### src/rtl/param_iqueue_pkg.sv
// Shared constants for the instruction queue: default sizing, major opcodes,
// instruction-class encodings and opcode ids reported on issue.
package param_iqueue_pkg;

  localparam int QUE_DEPTH     = 16;
  localparam int QUE_AF_MARGIN = 2;
  localparam int QUE_XLEN      = 32;

  typedef enum logic [1:0] {
    TYPE_ALU = 2'd0,
    TYPE_MEM = 2'd1,
    TYPE_BR  = 2'd2,
    TYPE_VEC = 2'd3
  } itype_e;

  localparam logic [6:0] OPC_LUI    = 7'b0110111;
  localparam logic [6:0] OPC_AUIPC  = 7'b0010111;
  localparam logic [6:0] OPC_JAL    = 7'b1101111;
  localparam logic [6:0] OPC_JALR   = 7'b1100111;
  localparam logic [6:0] OPC_BRANCH = 7'b1100011;
  localparam logic [6:0] OPC_LOAD   = 7'b0000011;
  localparam logic [6:0] OPC_STORE  = 7'b0100011;
  localparam logic [6:0] OPC_OP_IMM = 7'b0010011;
  localparam logic [6:0] OPC_OP     = 7'b0110011;
  localparam logic [6:0] OPC_OP_V   = 7'b1010111;

  localparam logic [5:0] NAME_ILLEGAL = 6'd0;
  localparam logic [5:0] NAME_ADD     = 6'd1;
  localparam logic [5:0] NAME_SUB     = 6'd2;
  localparam logic [5:0] NAME_SLL     = 6'd3;
  localparam logic [5:0] NAME_SLT     = 6'd4;
  localparam logic [5:0] NAME_SLTU    = 6'd5;
  localparam logic [5:0] NAME_XOR     = 6'd6;
  localparam logic [5:0] NAME_SRL     = 6'd7;
  localparam logic [5:0] NAME_SRA     = 6'd8;
  localparam logic [5:0] NAME_OR      = 6'd9;
  localparam logic [5:0] NAME_AND     = 6'd10;
  localparam logic [5:0] NAME_ADDI    = 6'd11;
  localparam logic [5:0] NAME_SLTI    = 6'd12;
  localparam logic [5:0] NAME_SLTIU   = 6'd13;
  localparam logic [5:0] NAME_XORI    = 6'd14;
  localparam logic [5:0] NAME_ORI     = 6'd15;
  localparam logic [5:0] NAME_ANDI    = 6'd16;
  localparam logic [5:0] NAME_SLLI    = 6'd17;
  localparam logic [5:0] NAME_SRLI    = 6'd18;
  localparam logic [5:0] NAME_SRAI    = 6'd19;
  localparam logic [5:0] NAME_LUI     = 6'd20;
  localparam logic [5:0] NAME_AUIPC   = 6'd21;
  localparam logic [5:0] NAME_JAL     = 6'd22;
  localparam logic [5:0] NAME_JALR    = 6'd23;
  localparam logic [5:0] NAME_BEQ     = 6'd24;
  localparam logic [5:0] NAME_BNE     = 6'd25;
  localparam logic [5:0] NAME_BLT     = 6'd26;
  localparam logic [5:0] NAME_BGE     = 6'd27;
  localparam logic [5:0] NAME_BLTU    = 6'd28;
  localparam logic [5:0] NAME_BGEU    = 6'd29;
  localparam logic [5:0] NAME_LB      = 6'd30;
  localparam logic [5:0] NAME_LH      = 6'd31;
  localparam logic [5:0] NAME_LW      = 6'd32;
  localparam logic [5:0] NAME_LBU     = 6'd33;
  localparam logic [5:0] NAME_LHU     = 6'd34;
  localparam logic [5:0] NAME_SB      = 6'd35;
  localparam logic [5:0] NAME_SH      = 6'd36;
  localparam logic [5:0] NAME_SW      = 6'd37;
  localparam logic [5:0] NAME_VADD    = 6'd38;
  localparam logic [5:0] NAME_VSUB    = 6'd39;

  // Register and immediate ALU forms share funct3; alt is instruction bit 30.
  function automatic logic [5:0] alu_name(input logic [2:0] f3, input logic alt,
                                          input logic imm_form);
    logic [5:0] n;
    case (f3)
      3'd0:    n = imm_form ? NAME_ADDI : (alt ? NAME_SUB : NAME_ADD);
      3'd1:    n = imm_form ? NAME_SLLI : NAME_SLL;
      3'd2:    n = imm_form ? NAME_SLTI : NAME_SLT;
      3'd3:    n = imm_form ? NAME_SLTIU : NAME_SLTU;
      3'd4:    n = imm_form ? NAME_XORI : NAME_XOR;
      3'd5:    n = imm_form ? (alt ? NAME_SRAI : NAME_SRLI) : (alt ? NAME_SRA : NAME_SRL);
      3'd6:    n = imm_form ? NAME_ORI : NAME_OR;
      default: n = imm_form ? NAME_ANDI : NAME_AND;
    endcase
    return n;
  endfunction

endpackage

### src/rtl/param_iqueue_decode.sv
// Purely combinational decode of the queue head: operand sources, class,
// opcode id and the sign-extended immediate for the instruction format.
module param_iqueue_decode
  import param_iqueue_pkg::*;
#(
  parameter int XLEN = QUE_XLEN
) (
  input  logic [31:0]     inst_i,
  output logic [4:0]      rs1_o,
  output logic [4:0]      rs2_o,
  output logic [4:0]      rd_o,
  output logic [1:0]      itype_o,
  output logic [5:0]      name_o,
  output logic            is_vec_o,
  output logic            is_imm_o,
  output logic            is_pc_o,
  output logic [XLEN-1:0] imm_o
);

  logic [6:0]      opcode;
  logic [2:0]      funct3;
  logic [5:0]      funct6;
  logic            alt;
  logic [XLEN-1:0] imm_i_fmt;
  logic [XLEN-1:0] imm_s_fmt;
  logic [XLEN-1:0] imm_b_fmt;
  logic [XLEN-1:0] imm_u_fmt;
  logic [XLEN-1:0] imm_j_fmt;

  assign opcode = inst_i[6:0];
  assign funct3 = inst_i[14:12];
  assign funct6 = inst_i[31:26];
  assign alt    = inst_i[30];
  assign rs1_o  = inst_i[19:15];
  assign rs2_o  = inst_i[24:20];

  assign imm_i_fmt = {{(XLEN-11){inst_i[31]}}, inst_i[30:20]};
  assign imm_s_fmt = {{(XLEN-11){inst_i[31]}}, inst_i[30:25], inst_i[11:7]};
  assign imm_b_fmt = {{(XLEN-12){inst_i[31]}}, inst_i[7], inst_i[30:25], inst_i[11:8], 1'b0};
  assign imm_u_fmt = {{(XLEN-31){inst_i[31]}}, inst_i[30:12], 12'b0};
  assign imm_j_fmt = {{(XLEN-20){inst_i[31]}}, inst_i[19:12], inst_i[20], inst_i[30:21], 1'b0};

  always_comb begin
    rd_o     = inst_i[11:7];
    itype_o  = TYPE_ALU;
    name_o   = NAME_ILLEGAL;
    is_vec_o = 1'b0;
    is_imm_o = 1'b0;
    is_pc_o  = 1'b0;
    imm_o    = '0;
    case (opcode)
      OPC_OP: name_o = alu_name(funct3, alt, 1'b0);
      OPC_OP_IMM: begin
        name_o   = alu_name(funct3, alt, 1'b1);
        is_imm_o = 1'b1;
        imm_o    = imm_i_fmt;
      end
      // Upper-immediate and JAL forms take the PC as operand 1, so they
      // never wait on the register file.
      OPC_LUI, OPC_AUIPC: begin
        name_o   = (opcode == OPC_LUI) ? NAME_LUI : NAME_AUIPC;
        is_imm_o = 1'b1;
        is_pc_o  = 1'b1;
        imm_o    = imm_u_fmt;
      end
      OPC_JAL: begin
        itype_o  = TYPE_BR;
        name_o   = NAME_JAL;
        is_imm_o = 1'b1;
        is_pc_o  = 1'b1;
        imm_o    = imm_j_fmt;
      end
      OPC_JALR: begin
        itype_o  = TYPE_BR;
        name_o   = NAME_JALR;
        is_imm_o = 1'b1;
        imm_o    = imm_i_fmt;
      end
      OPC_BRANCH: begin
        rd_o    = '0;
        itype_o = TYPE_BR;
        imm_o   = imm_b_fmt;
        case (funct3)
          3'd0:    name_o = NAME_BEQ;
          3'd1:    name_o = NAME_BNE;
          3'd4:    name_o = NAME_BLT;
          3'd5:    name_o = NAME_BGE;
          3'd6:    name_o = NAME_BLTU;
          3'd7:    name_o = NAME_BGEU;
          default: name_o = NAME_ILLEGAL;
        endcase
      end
      OPC_LOAD: begin
        itype_o  = TYPE_MEM;
        is_imm_o = 1'b1;
        imm_o    = imm_i_fmt;
        case (funct3)
          3'd0:    name_o = NAME_LB;
          3'd1:    name_o = NAME_LH;
          3'd2:    name_o = NAME_LW;
          3'd4:    name_o = NAME_LBU;
          3'd5:    name_o = NAME_LHU;
          default: name_o = NAME_ILLEGAL;
        endcase
      end
      // Stores need rs2 as write data, so the offset travels in imm only.
      OPC_STORE: begin
        rd_o    = '0;
        itype_o = TYPE_MEM;
        imm_o   = imm_s_fmt;
        case (funct3)
          3'd0:    name_o = NAME_SB;
          3'd1:    name_o = NAME_SH;
          3'd2:    name_o = NAME_SW;
          default: name_o = NAME_ILLEGAL;
        endcase
      end
      OPC_OP_V: begin
        itype_o  = TYPE_VEC;
        is_vec_o = 1'b1;
        case (funct6)
          6'b000000: name_o = NAME_VADD;
          6'b000010: name_o = NAME_VSUB;
          default:   name_o = NAME_ILLEGAL;
        endcase
      end
      default: rd_o = '0;
    endcase
  end

endmodule

### src/rtl/param_iqueue.sv
// In-order instruction queue between IFetch and issue: circular buffer with
// wrap-bit pointers, registered almost-full, and registered issue outputs.
module param_iqueue
  import param_iqueue_pkg::*;
#(
  parameter int DEPTH     = QUE_DEPTH,
  parameter int AF_MARGIN = QUE_AF_MARGIN,
  parameter int XLEN      = QUE_XLEN
) (
  input  logic            clk,
  input  logic            rst,
  input  logic            rdy,
  input  logic            flush,
  input  logic            inst_rdy,
  input  logic [31:0]     inst,
  input  logic [XLEN-1:0] pc_in,
  output logic            iqueue_full,
  input  logic            ins_rdy,
  input  logic            bubble,
  input  logic            op1_rdy,
  input  logic            op2_rdy,
  output logic [4:0]      rs1,
  output logic [4:0]      rs2,
  output logic            issue_rdy,
  output logic [4:0]      rd,
  output logic [1:0]      itype,
  output logic [5:0]      name,
  output logic            is_vec,
  output logic            is_imm,
  output logic            is_pc,
  output logic [XLEN-1:0] pc_out,
  output logic [XLEN-1:0] imm
);

  localparam int            AW         = $clog2(DEPTH);
  localparam int            PW         = AW + 1;
  localparam logic [PW-1:0] FULL_COUNT = PW'(DEPTH);
  localparam logic [PW-1:0] AF_LEVEL   = PW'(DEPTH - AF_MARGIN);

  // Asynchronous-read storage: the head entry must reach Decode and the
  // rs1/rs2 lookup in the same cycle it becomes the head.
  logic [31:0]     inst_mem [DEPTH];
  logic [XLEN-1:0] pc_mem   [DEPTH];

  logic [PW-1:0]   head_q, head_d, tail_q, tail_d;
  logic [PW-1:0]   count, next_count;
  logic            empty, full, enq_fire, issue_fire;
  logic [31:0]     head_inst;
  logic [XLEN-1:0] head_pc;

  logic [4:0]      dec_rd;
  logic [1:0]      dec_type;
  logic [5:0]      dec_name;
  logic            dec_vec, dec_imm_sel, dec_pc_sel;
  logic [XLEN-1:0] dec_imm;

  logic            issue_q, issue_d, full_q, full_d;
  logic [4:0]      rd_q, rd_d;
  logic [1:0]      type_q, type_d;
  logic [5:0]      name_q, name_d;
  logic            vec_q, vec_d, imm_sel_q, imm_sel_d, pc_sel_q, pc_sel_d;
  logic [XLEN-1:0] pc_q, pc_d, imm_q, imm_d;

  assign count     = tail_q - head_q;
  assign empty     = (count == '0);
  assign full      = (count == FULL_COUNT);
  assign head_inst = inst_mem[head_q[AW-1:0]];
  assign head_pc   = pc_mem[head_q[AW-1:0]];

  param_iqueue_decode #(
    .XLEN (XLEN)
  ) u_decode (
    .inst_i   (head_inst),
    .rs1_o    (rs1),
    .rs2_o    (rs2),
    .rd_o     (dec_rd),
    .itype_o  (dec_type),
    .name_o   (dec_name),
    .is_vec_o (dec_vec),
    .is_imm_o (dec_imm_sel),
    .is_pc_o  (dec_pc_sel),
    .imm_o    (dec_imm)
  );

  assign enq_fire   = inst_rdy && !full;
  assign issue_fire = ins_rdy && !bubble && !empty
                      && (dec_pc_sel || op1_rdy) && (dec_imm_sel || op2_rdy);

  always_comb begin
    head_d    = head_q;
    tail_d    = tail_q;
    issue_d   = 1'b0;
    rd_d      = rd_q;
    type_d    = type_q;
    name_d    = name_q;
    vec_d     = vec_q;
    imm_sel_d = imm_sel_q;
    pc_sel_d  = pc_sel_q;
    pc_d      = pc_q;
    imm_d     = imm_q;
    if (flush) begin
      head_d = '0;
      tail_d = '0;
    end else begin
      if (issue_fire) begin
        head_d    = head_q + PW'(1);
        issue_d   = 1'b1;
        rd_d      = dec_rd;
        type_d    = dec_type;
        name_d    = dec_name;
        vec_d     = dec_vec;
        imm_sel_d = dec_imm_sel;
        pc_sel_d  = dec_pc_sel;
        pc_d      = head_pc;
        imm_d     = dec_imm;
      end
      if (enq_fire) begin
        tail_d = tail_q + PW'(1);
      end
    end
    // Almost-full looks at the post-edge occupancy so IFetch sees it one
    // cycle early enough to stop before the last free slot is consumed.
    next_count = tail_d - head_d;
    full_d     = !flush && (next_count >= AF_LEVEL);
  end

  always_ff @(posedge clk) begin
    if (rst) begin
      head_q    <= '0;
      tail_q    <= '0;
      issue_q   <= 1'b0;
      full_q    <= 1'b0;
      rd_q      <= '0;
      type_q    <= '0;
      name_q    <= '0;
      vec_q     <= 1'b0;
      imm_sel_q <= 1'b0;
      pc_sel_q  <= 1'b0;
      pc_q      <= '0;
      imm_q     <= '0;
    end else if (rdy) begin
      head_q    <= head_d;
      tail_q    <= tail_d;
      issue_q   <= issue_d;
      full_q    <= full_d;
      rd_q      <= rd_d;
      type_q    <= type_d;
      name_q    <= name_d;
      vec_q     <= vec_d;
      imm_sel_q <= imm_sel_d;
      pc_sel_q  <= pc_sel_d;
      pc_q      <= pc_d;
      imm_q     <= imm_d;
    end
  end

  always_ff @(posedge clk) begin
    if (!rst && rdy && !flush && enq_fire) begin
      inst_mem[tail_q[AW-1:0]] <= inst;
      pc_mem[tail_q[AW-1:0]]   <= pc_in;
    end
  end

  assign iqueue_full = full_q;
  assign issue_rdy   = issue_q;
  assign rd          = rd_q;
  assign itype       = type_q;
  assign name        = name_q;
  assign is_vec      = vec_q;
  assign is_imm      = imm_sel_q;
  assign is_pc       = pc_sel_q;
  assign pc_out      = pc_q;
  assign imm         = imm_q;

endmodule

### config.mk
export PLATFORM = sky130hd
export DESIGN_NAME = param_iqueue
export DESIGN_NICKNAME = d
export VERILOG_FILES = /design/src/rtl/param_iqueue_pkg.sv /design/src/rtl/param_iqueue_decode.sv /design/src/rtl/param_iqueue.sv
export SDC_FILE = /design/constraint.sdc
export NUM_CORES = 1
export LEC_CHECK = 0
export ABC_AREA = 1
export BUFFER_PORTS_ARGS = -buffer_cell sky130_fd_sc_hd__buf_2
export CAP_MARGIN = 20
export CELL_PAD_IN_SITES_DETAIL_PLACEMENT = 1
export CELL_PAD_IN_SITES_GLOBAL_PLACEMENT = 1
export CORE_MARGIN = 3
export CORE_UTILIZATION = 46
export DETAILED_ROUTE_END_ITERATION = 7
export PLACE_DENSITY_LB_ADDON = 0.12
export SKIP_LAST_GASP = 1
export SLEW_MARGIN = 40
export SYNTH_ARGS = -nofsm -noshare
export SYNTH_HDL_FRONTEND = slang
export SYNTH_SLANG_ARGS = --single-unit
### constraint.sdc
create_clock -name clk -period 4.9 [get_ports clk]
set_input_delay 1.225 -clock clk [delete_from_list [all_inputs] [get_ports clk]]
set_output_delay 1.225 -clock clk [all_outputs]
set_load 0.01 [all_outputs]
==> impl_metrics.tcl <==
set metrics [dict create \
    status "completed" \
    hold_end "imm[28]" \
    yosys_warnings 0 \
    ys_seq_elements 1120 \
    synth_cell_type_count 44 \
    clk_latency_ns 0.69 \
    max_freq_ghz 0.219 \
    arrival_ns 3.34 \
    synth-compound-area-share_pct 12.4 \
    netlist_area_mm2 0.0442 \
    crit_path_end_kind "output port" \
    synth_edf_count 1024 \
    post-dp-hpwl_um 71700 \
    syn2layout_area_growth_pct 13.5 \
    rows 113 \
    n_fill_cell 9578 \
    r2r_setup_slack_ns 0.42 \
    clock_skew_ns 0.0220 \
    hold_path_depth 2 \
    crit_buf_inv 3 \
    vias 29791 \
    drcViolationCount 0 \
    ys.flop_type "edfxtp_1" \
    worst_path_max_delay_cell "dfxtp_4" \
    cts.sinks 1120 \
    clock_path_buffers 3 \
    cp_top_family "buffers and inverters" \
    cts_root_buf "clkbuf_16" \
    antenna_found_initial 19 \
    io_pins 165 \
    synthXorXnorAreaFrac_pct 0.139 \
    cp-start-kind "register" \
    power_density_mw_per_mm2 405 \
    grt_pass1_wl_um 197000 \
    cts.clk_slew.worst_paths_ns 0.06 \
    layout-drive-gt1-share_pct 12.2 \
    ir_worst_vdd_mv 0.282 \
    setup_tns_ns 0 \
    synth_top_family_by_area "compound AO/OA/AOI/OAI gates" \
    setup_viol 0 \
    worstPathMaxFanout 86 \
    start_util_pct 46.5 \
    drtAntennaViolNets 0 \
    path_class "register to output port" \
    numCtsBuffers 117 \
    synth_cells 3518 \
    cp.required_ns 3.67 \
    gr-total-overflow 0 \
    track_usage_pct 26.4 \
    viasPerCell 5.94 \
    synth_adder_area_share_pct 0.413 \
    ff2ff_path_depth 31 \
    dieArea_mm2 0.0999 \
    syn_avg_cell_area_um2 12.6 \
    dieHeight_um 316 \
    ys_async_sr_fraction_pct 0 \
    maxSlewHeadroom_pct 40.8 \
    synthMuxAreaShare_pct 0 \
    cts-htree-levels 3 \
    coreArea_mm2 0.0952 \
    wl_um 134000 \
    max_stage_delay_ns 0.57 \
    hold_violations 0 \
    grt_max_degree 213 \
    fin_total_pwr_mw 20.3 \
    tritoncts "built" \
    gp_congestion 0.858 \
    post-route-period-util_pct 93.2 \
    port_buffers 164 \
    max_cap_violations 0 \
    fin_nets 3727 \
    period_needed_ns 4.57 \
    finalMaxSlewViolations 0 \
    p_leak_nw 17.2 \
    min_from "imm[28]" \
    rsz0062_at_grt "false" \
    cp_cell_sequence "buf_4 > buf_6 > o21ai_0 > o221ai_1 > o211ai_1 > nand2_1 > buf_2" \
    grt_pass1_vias 31109 \
    min_path_type "register to register" \
    reg2reg_to "iqueue_full" \
    worst_slew_pin_slew_ns 0.880 \
    dr.pass1.iters 5 \
    ys_seq_area_share_pct 73.9 \
    syn_nets 3605 \
    synthSimpleGateAreaFrac_pct 9.97 \
    cts-hold-fix-buffers 0 \
    fp.dieW_um 316 \
    wl_per_cell_um 26.6 \
    drt-initial-drc-count 2687 \
]
Yosys cell counts (all sizes together), types with 13 or more instances:
cell type  count  area, um2
edfxtp      1024      30700
a21oi        110        551
o211a         14        140
clkbuf       164        616
o221ai        88        771
o211ai        40        300
buf           68        439
o21ai        558       2790
inv           93        352
nand2        401       1530
nand4         17        106
o22ai        131        820
ha            13        163
nor2         547       2080
nand3        115        591
dfxtp         96       1920
cell type report:
| cell class | instances | area, um2 | share of cell area, % |
|---|---|---|---|
| clock inverter | 62 | 504 | 1.00 |
| clock buffer | 156 | 3170 | 6.31 |
| multi-input combinational | 2072 | 10300 | 20.5 |
| inverter | 94 | 372 | 0.740 |
| antenna | 10 | 25.0 | 0.0498 |
| timing repair buffer | 235 | 1580 | 3.15 |
| sequential | 1120 | 32700 | 65.1 |
| tap | 1265 | 1580 | 3.15 |
per-layer routing:
metal / vias to the layer above / track usage [%] / wire length, um
met5: - / 0 / 67
met2: 870 / 43.7 / 64400
li1: 13197 / - / -
met3: 235 / 4.09 / 8050
met1: 15477 / 36.0 / 57500
met4: 12 / 8.26 / 3480
kinds of logic (layout without fill, tap and decap cells):
kind of cell / Yosys count / count (layout)
xor gates and xnor gates: 7 / 7
AOI/OAI and AO/OA: 957 / 957
buffers and inverters: 326 / 547
DFF: 1120 / 1120
and+or+nand+nor: 1094 / 1094
other: 0 / 10
adders and majority gates: 14 / 14
state kept, by name, summed over array words and instances, names as in the netlist, named ones only:
signal,count
inst_mem,512
pc_mem,512
imm,32
pc_out,32
name,6
head_q,5
rd,5
tail_q,5
itype,2
iqueue_full,1
is_imm,1
is_pc,1
is_vec,1
issue_rdy,1
worst max path at each step:
stage | endpoint | cells after the start | slack (ns) | startpoint
2_1_floorplan | inst_mem[0][0] | 18 | -0.49 | head_q[1]
3_3_place_gp | iqueue_full | 30 | 0.54 | register
3_5_place_dp | iqueue_full | 30 | 0.30 | register
4_1_cts | rs1[3] | 7 | 0.14 | register
5_1_grt | iqueue_full | 31 | 0.04 | register
6_report | rs1[3] | 7 | 0.33 | register
where the power goes:
part | internal (mW) | switching, mW | leakage, nW
Sequential | 10.5 | 0.0289 | 9.98
Combinational | 0.326 | 0.970 | 5.38
Clock | 4.93 | 3.63 | 1.82
cells in the final DEF, fill, tap and decap left out, types with 9 or more instances in the layout:
master     instances
buf_4             47
clkbuf_1          32
ha_1              13
buf_2            164
nor2_1           523
nand2_1          394
dfxtp_1           90
o211ai_1          40
buf_12            14
nor2_4            19
nand3_1          112
o221ai_1          88
clkinv_1          19
clkinv_2          32
edfxtp_1        1024
o211a_1           14
a21oi_1          110
clkbuf_16        119
o22ai_1          131
o21ai_0          547
diode_2           10
inv_1             82
nand4_1           17
buf_6              9
o21ai_1           11
worst min-delay path: cells and delay by family (launching register included):
family | cells | cell delay, ns
compound gates | 1 | 0.06
flops | 1 | 0.31
simple gates | 1 | 0.06
stage by stage:
| stage | util, % | setup slack [ns] | hold slack, ns | instances | cell area [um2] |
|---|---|---|---|---|---|
| 6_report | 52.8 | 0.331 | 0.472 | 5014 | 50200 |
| 5_1_grt | 52.7 | 0.0429 | 0.499 | 5007 | 50200 |
| 4_1_cts | 52.7 | 0.140 | 0.474 | 5003 | 50100 |
| 3_5_place_dp | 48.8 | 0.305 | 0.456 | 4785 | 46500 |
| 3_3_place_gp | 48.8 | 0.544 | 0.457 | 4784 | 46400 |
| 2_1_floorplan | - | -0.490 | 0.483 | 3518 | 44200 |
what timing repair did:
item,CTS,global route
resized for setup,0,2
setup buffers,0,0
endpoints found under the setup margin,0,3
Note: power is estimated with default switching activity, not from simulation.
